===== config.mk =====
export PLATFORM = sky130hd
export DESIGN_NAME = rotate_feeder
export DESIGN_NICKNAME = d
export VERILOG_FILES = /design/src/rtl/rotate_feeder.sv
export SDC_FILE = /design/constraint.sdc
export NUM_CORES = 1
export LEC_CHECK = 0
export BUFFER_PORTS_ARGS = -buffer_cell sky130_fd_sc_hd__buf_2
export CORE_ASPECT_RATIO = 0.5
export CORE_MARGIN = 4
export CORE_UTILIZATION = 55
export DETAILED_ROUTE_END_ITERATION = 10
export PLACE_DENSITY = 0.79
export RECOVER_POWER = 25
export SYNTH_ARGS = -nofsm -noshare
export SYNTH_HDL_FRONTEND = slang
export SYNTH_SLANG_ARGS = --single-unit

===== constraint.sdc =====
create_clock -name clk -period 3.6 [get_ports clk]
set_input_delay 0.72 -clock clk [delete_from_list [all_inputs] [get_ports clk]]
set_output_delay 0.72 -clock clk [all_outputs]
set_load 0.05 [all_outputs]

===== src/rtl/rotate_feeder.sv =====
// ============================================================================
// Module   : rotate_feeder
// Purpose  : Packs a byte-serial stream into N-lane vectors for the rotator
//            chain and skews per-stage enables to follow each vector down it.
// Revision : 1.0
// ============================================================================
`default_nettype none

module rotate_feeder #(
    parameter int N     = 16,
    parameter int LOG2N = 4,
    parameter int CNTW  = 16
) (
    input  logic             clk,
    input  logic             reset,
    input  logic             in_valid,
    output logic             in_ready,
    input  logic [7:0]       in_byte,
    input  logic [LOG2N-1:0] in_shamt,
    input  logic             flush,
    output logic [8*N-1:0]   vec_out,
    output logic             launch,
    output logic [LOG2N-1:0] en_out,
    output logic             res_valid,
    output logic [CNTW-1:0]  launch_cnt
);

    localparam logic [LOG2N-1:0] LAST_LANE = LOG2N'(N - 1);

    logic [LOG2N-1:0] cnt_q, cnt_d;
    logic [8*N-1:0]   asm_q, asm_d;
    logic [LOG2N-1:0] shamt_q, shamt_d;
    logic [8*N-1:0]   vec_q, vec_d;
    logic [CNTW-1:0]  lcnt_q, lcnt_d;
    logic             launch_d;
    logic [LOG2N:0]   vld_q;
    logic             w_accept;

    assign in_ready = !reset && !flush;
    assign w_accept = in_valid && in_ready;

    always_comb begin
        cnt_d    = cnt_q;
        asm_d    = asm_q;
        shamt_d  = shamt_q;
        vec_d    = vec_q;
        lcnt_d   = lcnt_q;
        launch_d = 1'b0;
        if (flush) begin
            cnt_d = '0;
        end else if (w_accept) begin
            asm_d[8*cnt_q +: 8] = in_byte;
            if (cnt_q == '0) begin
                shamt_d = in_shamt;
            end
            if (cnt_q == LAST_LANE) begin
                // Launch the buffer with the final byte already merged in.
                vec_d    = asm_d;
                launch_d = 1'b1;
                cnt_d    = '0;
                lcnt_d   = lcnt_q + 1'b1;
            end else begin
                cnt_d = cnt_q + 1'b1;
            end
        end
    end

    always_ff @(posedge clk) begin
        if (reset) begin
            cnt_q   <= '0;
            asm_q   <= '0;
            shamt_q <= '0;
            vec_q   <= '0;
            lcnt_q  <= '0;
            vld_q   <= '0;
        end else begin
            cnt_q   <= cnt_d;
            asm_q   <= asm_d;
            shamt_q <= shamt_d;
            vec_q   <= vec_d;
            lcnt_q  <= lcnt_d;
            vld_q   <= {vld_q[LOG2N-1:0], launch_d};
        end
    end

    // Stage k's enable rides a private k+1 deep tap so overlapping packets
    // never disturb each other.
    generate
        for (genvar k = 0; k < LOG2N; k++) begin : g_skew
            logic [k:0] tap_q;
            if (k == 0) begin : g_first
                always_ff @(posedge clk) begin
                    if (reset) tap_q <= '0;
                    else       tap_q <= launch_d & shamt_q[0];
                end
            end else begin : g_rest
                always_ff @(posedge clk) begin
                    if (reset) tap_q <= '0;
                    else       tap_q <= {tap_q[k-1:0], launch_d & shamt_q[k]};
                end
            end
            assign en_out[k] = tap_q[k];
        end
    endgenerate

    assign vec_out    = vec_q;
    assign launch     = vld_q[0];
    assign res_valid  = vld_q[LOG2N];
    assign launch_cnt = lcnt_q;

endmodule

`default_nettype wire


==> qor.yml <==
floorplan:
  dieArea_sq_um: 25600
  start_util_pct: 57.0
  chipHeight_microns: 115
  core_area_sq_um: 22100
  row_count: 38
  die_w_microns: 222
  ios: 167
place:
  io_buffers: 166
  dpl_worst_slack_ns: 0.632
  gp_congestion: 0.896
  dp_hpwl_mm: 23.5
  dpl.cell_count: 1634
  placed_cell_area_sq_um: 13400
logic_synthesis:
  synth-main-ff-cell: "dfxtp_1"
  yosys-top-cells-area: "dfxtp_1, mux2i_1, a2111oi_2"
  avgSynthCellArea_sq_um: 9.93
  ys_top_cells_by_count: "dfxtp_1, nor2_1, mux2i_1"
  syn_nets: 1290
  yosys.area.top_type_share_pct: 46.8
  syn_area_sq_um: 12600
  synth.most_common_cell: "dfxtp_1"
  yosysSeqAreaShare_pct: 46.8
  synth_edf_count: 0
  yosysUniqueCellTypes: 61
  yosysTopAreaCell: "dfxtp_1"
  synth-seq-cells: 295
  async_reset_ff_share_pct: 0
  syn_inst: 1270
  yosys_warnings: 0
drt:
  route.detailed.drc: 0
  top_layer: "met4"
  wl_met2_mm: 15.7
  wl_met3_mm: 2.56
  vias: 10300
  drt_iter0_drc: 990
  wl_mm: 34.6
  wire_per_inst_microns: 20.6
  drt-pass1-iter-count: 5
  ant_nets: 0
  vias_per_cell: 6.15
  m1WireLength_mm: 15.5
setup_path:
  critPathArrivalTime_ns: 3.54
  crit_fanout: 18
  r2r_cells: 6
  critPathKind: "reg -> reg"
  crit_path_end_kind: "flop"
  startpoint_type: "flop"
  crit_required_ns: 4.06
timing:
  setup_ws_ns: 0.524
  fin_hold_ws_ns: 0.434
  rsz0062_at_grt: "false"
  final_hold_viol_count: 0
  worst_slew_pin_slew_ns: 0.892
  finalMaxSlewViolations: 0
  fin_crit_ns: 3.08
  max_freq_mhz: 325
  relSlewSlack_pct: 40.5
  finalCritPeriodShare_pct: 85.4
  final.setup_skew_ns: 0.0128
  finalSetupViolations: 0
  finalSetupTns_ns: 0
global_routing:
  grt_overflow_total: 0
  grt_pass1_vias: 10200
  grt_max_degree: 170
  grtUsageTotal_pct: 26.4
  antenna_found_initial: 0
  grt_first_pass_wirelength_mm: 55.7
clocking:
  path_clk_slew_ns: 0.07
  postCtsSetupBuffers: 0
  ctsHoldBuffers: 0
  post_cts_resized: 0
  tritoncts: "yes"
  htreeDepth: 1
  clkLatencyLatePin_ns: 0.55
  clockBufferDepth: 3
  cts_sinks: 295
  cts_buffers: 26
  cts_root_buffer: "clkbuf_16"
finish:
  final_area_sq_um: 14200
  fin_util_pct: 64.1
  nets: 1382
  drive_gt1_share_pct: 15.9
  syn_to_final_growth_pct: 12.5
  stdcell_count: 1681
  diodes: 0
hold_path:
  hp-class: "in -> reg"
  hold_path_depth: 3
pwr:
  finalPower_mw: 6.37
  powerDensity_nw_per_um2: 449
  leakagePower_nw: 5.29
  irDropWorstVdd_mv: 0.297
outcome:
  status: "complete, no violations"
job:
  drv_cap: 0
final timing paths:
check	from	end	slack [ns]
hold / removal	in_shamt[1]	shamt_q[1]	0.43
setup / recovery	cnt_q[0]	asm_q[40]	0.52
setup reg to reg	cnt_q[0]	asm_q[40]	0.52
hold reg to reg	g_skew[3].tap_q[2]	g_skew[3].tap_q[3]	0.44
sequential cells by signal, indices dropped and copies added (netlist names):
name,count
asm_q,128
shamt_q,4
vec_out,128
g_skew.tap_q,10
cnt_q,4
vld_q,5
launch_cnt,16
cell usage in the layout, fill, tap and decap left out, types with 5 or more instances in the layout:
cell | netlist | layout
a22o_1 | 32 | 32
o21bai_1 | 7 | 7
a21oi_1 | 25 | 25
nand3_1 | 25 | 25
o2bb2ai_1 | 8 | 8
dfxtp_1 | 295 | 295
a32o_1 | 16 | 16
a2111oi_2 | 47 | 47
o21ai_0 | 28 | 28
nor3_1 | 54 | 54
mux2i_1 | 80 | 80
nand2_1 | 46 | 46
xor2_1 | 5 | 5
clkbuf_16 | 0 | 27
a221oi_1 | 16 | 16
nand2b_1 | 72 | 72
inv_1 | 9 | 8
clkbuf_1 | 58 | 97
and3_1 | 37 | 37
nor2b_1 | 12 | 12
and2_1 | 10 | 10
nor4_1 | 16 | 16
buf_2 | 43 | 72
nor2_1 | 133 | 133
a21oi_2 | 5 | 5
clkbuf_8 | 0 | 5
clkinv_2 | 0 | 6
nand4_1 | 9 | 9
a32oi_1 | 16 | 16
nand3_2 | 5 | 5
a211oi_1 | 79 | 79
buf_4 | 14 | 18
per-layer routing:
layer	vias to the layer above	global-route usage, %
li1	4855	-
met1	5044	36.4
met2	368	42.5
met3	78	5.97
met4	0	7.23
met5	-	0
worst max-delay path: stages (launching register included):
cell and delay [ns]:
dfxtp_1 0.57, inv_1 0.15, ha_1 0.57, inv_1 0.17
nor2_2 0.65, and3_1 0.61, mux2i_1 0.27
cells by family (layout without fill, tap and decap cells):
logic type | count (synthesis) | after routing | synth area share (%)
and+or+nand+nor | 453 | 453 | 19.3
AOI/OAI and AO/OA | 294 | 294 | 21.1
buffers and inverters | 133 | 244 | 5.11
adders and majority gates | 4 | 4 | 0.397
xor gates and xnor gates | 9 | 9 | 0.744
DFF | 295 | 295 | 46.8
muxes | 82 | 82 | 6.53
where the power goes:
part	switching, mW	internal (mW)	total, mW
logic	0.160	0.0535	0.213
clock network	1.26	1.62	2.88
registers	0.00502	3.27	3.27
area by class of cell:
| class | instances | area [sq um] |
|---|---|---|
| multi-input combinational | 842 | 6060 |
| clock buffer | 35 | 756 |
| fill | 1802 | 7930 |
| clock inverter | 12 | 124 |
| inverter | 9 | 36.3 |
| tap | 300 | 375 |
| sequential | 295 | 5910 |
| timing repair buffer | 188 | 920 |
Note: power is estimated with default switching activity, not from simulation.
